**src/rtl/simon_pkg.sv**
```systemverilog
// Shared definitions for the Simon sound path.
// Holds the note record, melody IDs, scheduler state encoding and the
// melody ROM (4 melodies x 8 notes, {freq, dur_ms}; dur_ms == 0 ends a melody,
// freq == 0 is a rest).
package simon_pkg;

  typedef struct packed {
    logic [9:0] freq;
    logic [9:0] dur;
  } note_t;

  localparam logic [1:0] MEL_SUCCESS  = 2'd0;
  localparam logic [1:0] MEL_GAMEOVER = 2'd1;
  localparam logic [1:0] MEL_CHIME    = 2'd2;
  localparam logic [1:0] MEL_CLICK    = 2'd3;

  localparam logic [2:0] ST_IDLE   = 3'd0;
  localparam logic [2:0] ST_LOAD   = 3'd1;
  localparam logic [2:0] ST_NOTE   = 3'd2;
  localparam logic [2:0] ST_GAP    = 3'd3;
  localparam logic [2:0] ST_FINISH = 3'd4;

  localparam logic [9:0] DUR_SUCCESS  = 10'd150;
  localparam logic [9:0] DUR_GAMEOVER = 10'd300;
  localparam logic [9:0] DUR_CHIME    = 10'd100;
  localparam logic [9:0] DUR_CLICK    = 10'd50;

  // Unlisted slots read as the end marker.
  function automatic note_t rom_note(input logic [1:0] mel, input logic [2:0] idx);
    note_t n;
    n = '0;
    case ({mel, idx})
      {MEL_SUCCESS,  3'd0}: n = '{freq: 10'd330, dur: DUR_SUCCESS};
      {MEL_SUCCESS,  3'd1}: n = '{freq: 10'd392, dur: DUR_SUCCESS};
      {MEL_SUCCESS,  3'd2}: n = '{freq: 10'd659, dur: DUR_SUCCESS};
      {MEL_SUCCESS,  3'd3}: n = '{freq: 10'd523, dur: DUR_SUCCESS};
      {MEL_SUCCESS,  3'd4}: n = '{freq: 10'd587, dur: DUR_SUCCESS};
      {MEL_SUCCESS,  3'd5}: n = '{freq: 10'd784, dur: DUR_SUCCESS};
      {MEL_GAMEOVER, 3'd0}: n = '{freq: 10'd622, dur: DUR_GAMEOVER};
      {MEL_GAMEOVER, 3'd1}: n = '{freq: 10'd587, dur: DUR_GAMEOVER};
      {MEL_GAMEOVER, 3'd2}: n = '{freq: 10'd554, dur: DUR_GAMEOVER};
      {MEL_GAMEOVER, 3'd3}: n = '{freq: 10'd523, dur: DUR_GAMEOVER};
      {MEL_CHIME,    3'd0}: n = '{freq: 10'd196, dur: DUR_CHIME};
      {MEL_CHIME,    3'd1}: n = '{freq: 10'd784, dur: DUR_CHIME};
      {MEL_CLICK,    3'd0}: n = '{freq: 10'd262, dur: DUR_CLICK};
      default:              n = '0;
    endcase
    return n;
  endfunction

endpackage

```
**src/rtl/tone_scheduler_ms_prescaler.sv**
```systemverilog
// Millisecond prescaler.
//   clk, rst_n       : clock, async active-low reset
//   clr              : synchronous restart of the count
//   ticks_per_milli  : cycles per ms (0 behaves as 1)
//   ms_tick          : 1-cycle pulse on the last cycle of each ms
module ms_prescaler (
  input  logic        clk,
  input  logic        rst_n,
  input  logic        clr,
  input  logic [15:0] ticks_per_milli,
  output logic        ms_tick
);

  logic [15:0] cnt;
  logic [15:0] last;

  assign last    = (ticks_per_milli == 16'd0) ? 16'd0 : ticks_per_milli - 16'd1;
  // >= keeps the counter bounded if ticks_per_milli is lowered mid-count.
  assign ms_tick = !clr && (cnt >= last);

  always_ff @(posedge clk or negedge rst_n) begin
    if (!rst_n)                  cnt <= '0;
    else if (clr || cnt >= last) cnt <= '0;
    else                         cnt <= cnt + 16'd1;
  end

endmodule

```
**src/rtl/tone_scheduler.sv**
```systemverilog
// Fixed-priority, preemptive scheduler for the single tone generator.
//   clk, rst_n       : clock, async active-low reset
//   ticks_per_milli  : cycles per ms (0 behaves as 1)
//   req              : level request per requester, index 0 highest priority
//   req_melody       : 2-bit melody ID per requester, sampled at grant
//   grant            : one-hot owner, held for the whole melody
//   done / aborted   : 1-cycle pulses to the owner on completion / preemption
//   busy             : scheduler not idle
//   freq             : tone frequency in Hz, 0 = silence
module tone_scheduler
  import simon_pkg::*;
#(
  parameter int NUM_REQ = 3,
  parameter int GAP_MS  = 0
) (
  input  logic                 clk,
  input  logic                 rst_n,
  input  logic [15:0]          ticks_per_milli,
  input  logic [NUM_REQ-1:0]   req,
  input  logic [2*NUM_REQ-1:0] req_melody,
  output logic [NUM_REQ-1:0]   grant,
  output logic [NUM_REQ-1:0]   done,
  output logic [NUM_REQ-1:0]   aborted,
  output logic                 busy,
  output logic [9:0]           freq
);

  localparam int         OW       = (NUM_REQ > 1) ? $clog2(NUM_REQ) : 1;
  localparam bit         HAS_GAP  = (GAP_MS > 0);
  localparam logic [9:0] GAP_LAST = 10'(GAP_MS - 1);

  logic [2:0]         state;
  logic [OW-1:0]      owner;
  logic [1:0]         mel;
  logic [2:0]         idx;
  logic [9:0]         ms_cnt;
  logic               ms_tick;
  logic               pre_clr;
  note_t              note;

  logic               any_req;
  logic [OW-1:0]      low_idx;
  logic [1:0]         low_mel;
  logic               pre_hit;
  logic               owner_req;
  logic [NUM_REQ-1:0] owner_oh;
  logic [NUM_REQ-1:0] low_oh;

  // Lowest set request wins; scanning downwards leaves the lowest index last.
  always_comb begin
    any_req = 1'b0;
    low_idx = '0;
    low_mel = '0;
    for (int i = NUM_REQ - 1; i >= 0; i--) begin
      if (req[i]) begin
        any_req = 1'b1;
        low_idx = OW'(i);
        low_mel = req_melody[2*i +: 2];
      end
    end
  end

  assign owner_oh  = NUM_REQ'(1) << owner;
  assign low_oh    = NUM_REQ'(1) << low_idx;
  assign owner_req = |(req & owner_oh);
  // A lower index than the owner means higher priority.
  assign pre_hit   = any_req && (low_idx < owner);
  assign note      = rom_note(mel, idx);
  assign busy      = (state != ST_IDLE);
  // Prescaler free-runs only while timing a note or a gap, so every note
  // starts from a fresh millisecond.
  assign pre_clr   = (state != ST_NOTE) && (state != ST_GAP);

  ms_prescaler u_ms (
    .clk             (clk),
    .rst_n           (rst_n),
    .clr             (pre_clr),
    .ticks_per_milli (ticks_per_milli),
    .ms_tick         (ms_tick)
  );

  always_ff @(posedge clk or negedge rst_n) begin
    if (!rst_n) begin
      state   <= ST_IDLE;
      owner   <= '0;
      mel     <= '0;
      idx     <= '0;
      ms_cnt  <= '0;
      grant   <= '0;
      done    <= '0;
      aborted <= '0;
      freq    <= '0;
    end else begin
      done    <= '0;
      aborted <= '0;
      case (state)
        ST_IDLE: begin
          if (any_req) begin
            owner <= low_idx;
            mel   <= low_mel;
            grant <= low_oh;
            idx   <= '0;
            state <= ST_LOAD;
          end
        end
        ST_FINISH: begin
          grant <= '0;
          freq  <= '0;
          state <= ST_IDLE;
        end
        default: begin
          // Preemption beats cancel when both happen in one cycle.
          if (pre_hit) begin
            aborted <= owner_oh;
            freq    <= '0;
            owner   <= low_idx;
            mel     <= low_mel;
            grant   <= low_oh;
            idx     <= '0;
            ms_cnt  <= '0;
            state   <= ST_LOAD;
          end else if (!owner_req) begin
            freq  <= '0;
            grant <= '0;
            state <= ST_IDLE;
          end else begin
            case (state)
              ST_LOAD: begin
                if (note.dur == 10'd0) begin
                  // done is registered here so it is visible in FINISH.
                  done  <= owner_oh;
                  state <= ST_FINISH;
                end else begin
                  freq   <= note.freq;
                  ms_cnt <= '0;
                  state  <= ST_NOTE;
                end
              end
              ST_NOTE: begin
                if (ms_tick) begin
                  if (ms_cnt == note.dur - 10'd1) begin
                    freq   <= '0;
                    ms_cnt <= '0;
                    idx    <= idx + 3'd1;
                    if (idx == 3'd7) begin
                      done  <= owner_oh;
                      state <= ST_FINISH;
                    end else begin
                      state <= HAS_GAP ? ST_GAP : ST_LOAD;
                    end
                  end else begin
                    ms_cnt <= ms_cnt + 10'd1;
                  end
                end
              end
              ST_GAP: begin
                if (ms_tick) begin
                  if (ms_cnt == GAP_LAST) begin
                    ms_cnt <= '0;
                    state  <= ST_LOAD;
                  end else begin
                    ms_cnt <= ms_cnt + 10'd1;
                  end
                end
              end
              default: state <= ST_IDLE;
            endcase
          end
        end
      endcase
    end
  end

endmodule

```
**config.mk**
```make
export PLATFORM = sky130hd
export DESIGN_NAME = tone_scheduler
export DESIGN_NICKNAME = d
export VERILOG_FILES = /design/src/rtl/simon_pkg.sv /design/src/rtl/tone_scheduler_ms_prescaler.sv /design/src/rtl/tone_scheduler.sv
export SDC_FILE = /design/constraint.sdc
export NUM_CORES = 1
export LEC_CHECK = 0
export CAP_MARGIN = 10
export CORE_MARGIN = 10
export CORE_UTILIZATION = 57
export CTS_CLUSTER_DIAMETER = 50
export DETAILED_ROUTE_END_ITERATION = 6
export PLACE_DENSITY = 0.81
export SLEW_MARGIN = 20
export SYNTH_ARGS = -nofsm -noshare
export SYNTH_HDL_FRONTEND = slang
export SYNTH_HIERARCHICAL = 1
export SYNTH_SLANG_ARGS = --single-unit
```
**constraint.sdc**
```tcl
create_clock -name clk -period 5 [get_ports clk]
set_input_delay 1.5 -clock clk [delete_from_list [all_inputs] [get_ports clk]]
set_output_delay 1.5 -clock clk [all_outputs]
set_load 0.02 [all_outputs]
```
==> impl_metrics.py, run 1 <==
metrics = {
    "worst_setup_path": {
        "cp_data_arrival_time_ns": 5.32,
        "crit_chain": "clkdlybuf4s50_1, nor4_2, buf_4, nand3_2, o31a_2, o21ai_2, ha_1, nand4_1, buf_4, or2_4, nor4_2, o21a_1, buf_6, nand2_2, a21boi_2, o31a_1, buf_6, a31oi_1, o21ai_1",
        "r2r_end": "idx[2]",
        "r2r_cells": 11,
        "r2r-start": "idx[2]",
        "required_ns": 5.22,
        "crit_slowest_cell": "clkdlybuf4s50_1",
        "crit_fanout": 6,
        "crit_type": "input port to flop",
        "rrSetupSlack_ns": 1.11,
        "critPathMaxStageDelay_ns": 0.43,
        "cp-start-kind": "input port",
        "critPathCaptureType": "flop",
    },
    "timing": {
        "min_period_over_period": 1.021,
        "max_slew_margin": 0.3851,
        "maxClockFrequency_mhz": 195.9,
        "post-route-min-period_ns": 5.105,
        "fin_tns_setup_ns": -0.7889,
        "worst_slew_pin_slew_ns": 0.9224,
        "fin_ws_ns": -0.1053,
        "hold_violations": 0,
        "holdWs_ns": 0.4824,
        "drv_slew": 0,
        "clock_skew_ns": 0.006283,
        "setup_viol": 12,
    },
    "drt": {
        "antenna_left": 0,
        "drtIter0Drc": 267,
        "wirelength_um": 12650,
        "wl_per_cell_um": 18.55,
        "drc": 0,
        "via_count": 4339,
        "drt_first_pass_iters": 5,
        "via_per_inst": 6.362,
    },
    "clocking": {
        "cts.path.max_buffers": 2,
        "cts_made_buffers": 5,
        "cts_tree": "built",
        "cts-root-buf": "clkbuf_8",
        "cts.htree.levels": 2,
        "insertion_delay_ns": 0.32,
        "cts_hold_buffers": 0,
        "clk_pin_slew_ns": 0.10,
        "cts_sinks": 55,
    },
    "synthesis": {
        "synth_nets": 550,
        "ys_seq_area_frac": 0.3245,
        "yosysTopAreaCellShare": 0.3245,
        "synth_edf_count": 0,
        "syn_area_mm2": 0.004242,
        "synth-main-ff-cell": "dfrtp_1",
        "synthDistinctLibCells": 74,
        "synth_seq_cells": 55,
        "synth.avg_cell_area_um2": 8.621,
        "yosysTopAreaCell": "dfrtp_1",
        "postSynth.asyncResetShare": 1.000,
        "postSynthCellCount": 492,
        "ys_warn_count": 6,
        "yosys-top-cells-area": "dfrtp_1 32%, ha_1 9.1%, nand2_1 4.2%",
    },
    "final_layout": {
        "fin_util": 0.7726,
        "multi_input_area_mm2": 0.002968,
        "mostFrequentLayoutCells": "55 x dfrtp_1, 46 x buf_4, 39 x nand2_1, 36 x clkdlybuf4s50_1, 31 x nor2_1",
        "nFillCells": 477,
        "layout_commonest_cell": "dfrtp_1",
        "area_growth_pct": 32.12,
        "fin_nets": 640,
        "diodes": 0,
        "regArea_mm2": 0.001376,
        "drive_gt1_frac": 0.2247,
        "instances_no_fill": 682,
    },
    "die": {
        "dieArea_mm2": 0.01129,
        "core_mm2": 0.007253,
        "die_w_um": 106.3,
        "rows": 31,
        "chipHeight_um": 106.3,
        "pin_count": 47,
        "initial_utilization": 0.5848,
    },
    "global_routing": {
        "grt_pass1_wl_um": 18860,
        "grt_usage": 0.1955,
        "grt-ovfl-total": 0,
        "grt_max_degree": 36,
        "grt_pass1_vias": 4058,
        "grt_antenna_before_repair": 0,
    },
    "min_path": {
        "hold_path_class": "flop to flop",
        "min_path_cells": 1,
        "hold_start": "freq[5]",
        "holdPathEnd": "freq[5]",
    },
    "status": {
        "failed_checks": "setup timing",
        "outcome": "complete, but fails checks",
    },
    "placed_design": {
        "dp_cells": 665,
        "dpl.hpwl_um": 8177,
        "place_congestion": 0.9409,
        "io_buffers": 46,
    },
    "job": {
        "maxCapViolCount": 0,
    },
    "power": {
        "power.static_leakage_nw": 2.424,
        "peakVddDrop_v": 0.0002461,
        "p_total_mw": 1.904,
        "pwr_density_cell_mw_per_mm2": 339.8,
    },
}
-- worst max-delay path by stage --
stage,start,endpoint,depth (start not counted)
final,ticks_per_milli[5],ms_cnt[5],19
after global placement,ticks_per_milli[0],done[2],17
after CTS,ticks_per_milli[0],freq[3],18
after detailed placement,ticks_per_milli[0],ms_cnt[5],18
after floorplan,ticks_per_milli[11],freq[0],16
after global routing,ticks_per_milli[5],ms_cnt[5],19
-- routing by layer --
| metal | vias to the layer above | routed length [µm] | GRT usage |
|---|---|---|---|
| met2 | 211 | 6394 | 0.3414 |
| met3 | 57 | 802 | 0.03019 |
| met5 | - | 0 | 0 |
| li1 | 2004 | - | - |
| met4 | 0 | 527 | 0.06770 |
| met1 | 2067 | 4927 | 0.2391 |
-- cells in the mapped netlist (all sizes together), types with 3 or more instances --
library cell   n
a22o          10
and2           5
nand4          9
nand3         25
a211o          3
a32o           4
nor2          31
nor3          31
a21o           3
a21oi         19
buf            7
or3            9
o21a           5
o41ai          3
mux2i          8
nand3b         4
nand2b         5
a22oi          3
xnor2         17
inv           28
clkbuf        12
and3           5
o21ai         25
ha            31
nand2         48
a31oi          9
nor4          14
xor2          11
nor3b          3
nor2b          6
and4           3
o31a           4
a211oi         3
dfrtp         55
-- final cells by class --
cell class                      instances  area share
Clock buffer                            5     0.01228
Multi-Input combinational cell        390      0.5296
Tap cell                               99     0.02210
Timing Repair Buffer                  102      0.1683
Inverter                               28     0.01875
Clock inverter                          3    0.003349
Sequential cell                        55      0.2456
-- critical path: cells and delay by family --
family          cells  cell delay [ns]
compound gates      7             1.50
simple gates        6             1.04
fa+ha+maj           1             0.20
buf+inv             5             1.09
-- kinds of logic after synthesis --
| family | Yosys count | share of synthesized area |
|---|---|---|
| compound gates | 112 | 0.1935 |
| buf+inv | 47 | 0.04661 |
| simple gates | 209 | 0.2611 |
| mux | 10 | 0.02507 |
| fa+ha+maj | 31 | 0.09144 |
| flops | 55 | 0.3245 |
| xor+xnor | 28 | 0.05782 |
-- what timing repair did --
action	in CTS	in global routing
cloned	1	1
setup endpoints to repair	27	28
buffers inserted	3	4
gates resized for setup	30	55
pin swaps	11	23
-- where the power goes --
group	total, mW	switching, mW	internal (mW)
Combinational	1.02	0.570	0.454
Clock	0.257	0.157	0.0992
Sequential	0.624	0.118	0.506
-- state kept, by name, summed over array words and instances (netlist names) --
signal,cells
idx,3
state,3
done,3
ms_cnt,10
u_ms/cnt,16
owner,2
freq,10
aborted,3
grant,3
mel,2
-- through the flow --
stage	setup slack (ns)	cell area, µm²
after floorplan	0.01232	4248
after global placement	-0.5108	5112
after detailed placement	-0.7231	5112
after CTS	0.003443	5333
after global routing	-0.2495	5604
final	-0.1053	5604
(Power assumes the default switching activity.)
==> run 2: changes to the inputs <==
Settings changed: CELL_PAD_IN_SITES_DETAIL_PLACEMENT from default to 0, CELL_PAD_IN_SITES_GLOBAL_PLACEMENT from default to 1, CORE_UTILIZATION 57 to 44, PLACE_DENSITY 0.81 to 0.82.
==> impl_metrics.py, run 2 (synthesis gave the netlist of run 1 again) <==
metrics = {
    "status": {
        "outcome": "completed",
    },
    "global_routing": {
        "grt_usage": 0.1528,
        "grt_pass1_vias": 3967,
        "grt_antenna_before_repair": 0,
        "grt_max_degree": 56,
        "grt_pass1_wl_um": 18720,
        "grt-ovfl-total": 0,
    },
    "timing": {
        "drv_slew": 0,
        "min_period_over_period": 0.9697,
        "max_slew_margin": 0.3658,
        "grt_setup_unrepaired": "true",
        "hold_violations": 0,
        "holdWs_ns": 0.4939,
        "post-route-min-period_ns": 4.848,
        "clock_skew_ns": 0.009205,
        "maxClockFrequency_mhz": 206.3,
        "fin_tns_setup_ns": 0,
        "setup_viol": 0,
        "worst_slew_pin_slew_ns": 0.9513,
    },
    "worst_setup_path": {
        "required_ns": 5.26,
        "crit_type": "input port to flop",
        "rrSetupSlack_ns": 1.24,
        "crit_fanout": 7,
        "critPathCaptureType": "flop",
        "cp_data_arrival_time_ns": 5.11,
        "cp-start-kind": "input port",
    },
    "final_layout": {
        "largest_reg_flops": 16,
        "fin_util": 0.5832,
        "layout_commonest_cell": "dfrtp_1",
        "top_regs": "u_ms/cnt x16, freq x10, ms_cnt x10",
        "area_growth_pct": 28.26,
        "diodes": 0,
        "fin_area_mm2": 0.005440,
        "mostFrequentLayoutCells": "55 x dfrtp_1, 47 x nand2_1, 44 x buf_4, 39 x clkdlybuf4s50_1",
        "multi_input_area_mm2": 0.002826,
        "instances_no_fill": 705,
        "top_register": "u_ms/cnt",
        "drive_gt1_frac": 0.1753,
        "regArea_mm2": 0.001376,
        "fin_nets": 633,
        "nFillCells": 844,
    },
    "clocking": {
        "cts_tree": "built",
        "cts.htree.levels": 2,
        "cts_made_buffers": 5,
        "clk_pin_slew_ns": 0.11,
        "insertion_delay_ns": 0.31,
        "cts.path.max_buffers": 2,
        "cts_hold_buffers": 0,
        "cts_sinks": 55,
        "cts-root-buf": "clkbuf_8",
    },
    "placed_design": {
        "dp_cells": 695,
        "dpl-instance-area_mm2": 0.005150,
        "io_buffers": 46,
        "dpl.hpwl_um": 8235,
        "place_congestion": 0.8546,
    },
    "drt": {
        "wirelength_um": 10830,
        "antenna_left": 0,
        "wl_per_cell_um": 15.36,
        "drtIter0Drc": 205,
        "via_per_inst": 5.735,
        "drt_first_pass_iters": 4,
        "via_count": 4043,
        "drc": 0,
    },
    "power": {
        "peakVddDrop_v": 0.0002545,
        "pwr_density_cell_mw_per_mm2": 345.3,
        "power.static_leakage_nw": 2.307,
    },
    "die": {
        "initial_utilization": 0.4547,
        "dieArea_mm2": 0.01397,
        "core_mm2": 0.009328,
        "rows": 35,
        "die_w_um": 118.2,
        "pin_count": 47,
        "chipHeight_um": 118.2,
    },
    "job": {
        "maxCapViolCount": 0,
    },
    "min_path": {
        "hold_path_class": "flop to flop",
    },
}
## run 2: changes by cell type in the layout (fill, tap and decap cells not counted), moves of 3 or more
| cell | before | now |
|---|---|---|
| clkdlybuf4s50_1 | 36 | 39 |
| nand2_2 | 7 | 1 |
| ha_4 | 5 | 2 |
| nor4_2 | 5 | 2 |
| nand2_1 | 39 | 47 |
| ha_1 | 26 | 29 |
| dlygate4sd2_1 | 0 | 5 |
| dlymetal6s2s_1 | 7 | 1 |
| buf_6 | 8 | 3 |
| o21ai_0 | 17 | 20 |
| o21ai_1 | 5 | 2 |
| nor3_1 | 26 | 29 |
## run 2: metal layers
metal | vias up | GRT usage | share of wire
li1 | 1995 | - | -
met1 | 1965 | 0.2096 | 0.48
met2 | 71 | 0.2417 | 0.47
met3 | 12 | 0.03141 | 0.043
met4 | 0 | 0.03246 | 0.0088
met5 | - | 0 | 0
## run 2: repair_timing
item / CTS / global route
buffers inserted: 0 / 1
pin swaps: 12 / 21
setup endpoints to repair: 27 / 24
gates cloned: 1 / 0
gates resized for setup: 18 / 24
## run 2: where the power goes
| part | switching (mW) | internal (mW) |
|---|---|---|
| Clock | 0.154 | 0.151 |
| Combinational | 0.525 | 0.426 |
| Sequential | 0.117 | 0.506 |
## run 2: critical path: stages
cell and delay (ns):
dlygate4sd2_1 0.24, or3_4 0.38, or3_4 0.35, or3_4 0.44, buf_4 0.16, or2b_1 0.14, ha_1 0.25, a2111oi_4 0.39
nor4_2 0.08, o21a_2 0.25, nand2_2 0.10, nor2_2 0.05, a41o_1 0.26, a21oi_2 0.21, buf_4 0.17, a22o_1 0.13
## run 2: final cells by class
| cell class | instances | share of cell area |
|---|---|---|
| multi-input cells | 390 | 0.5195 |
| well taps | 129 | 0.02967 |
| clock buffers | 5 | 0.01265 |
| clock inverters | 3 | 0.008510 |
| inverters | 28 | 0.01932 |
| repair buffers | 95 | 0.1573 |
| flip-flops and latches | 55 | 0.2530 |
## run 2: worst paths after layout
path,from,endpoint,cells after the start
worst max-delay path,ticks_per_milli[12],freq[3],16
worst min register to register,grant[1],grant[1],1
worst max register to register,idx[2],idx[2],11
worst min-delay path,grant[1],grant[1],1
max in group asynchronous,rst_n,ms_cnt[8],2
min in group asynchronous,rst_n,u_ms/cnt[13],2
## run 2: stage by stage
step           power (mW)  worst slack, ns
2_1_floorplan       1.221          0.01232
3_3_place_gp        1.528          -0.5060
4_1_cts             1.872          0.04284
6_report            1.878           0.1516
3_5_place_dp        1.539          -0.5553
5_1_grt             2.026         -0.01508
==> run 3: changes to the inputs <==
Settings changed: CAP_MARGIN 10 to default.
==> results of run 3 <==
No change in the layout: final DEF, timing and power equal those of run 2.
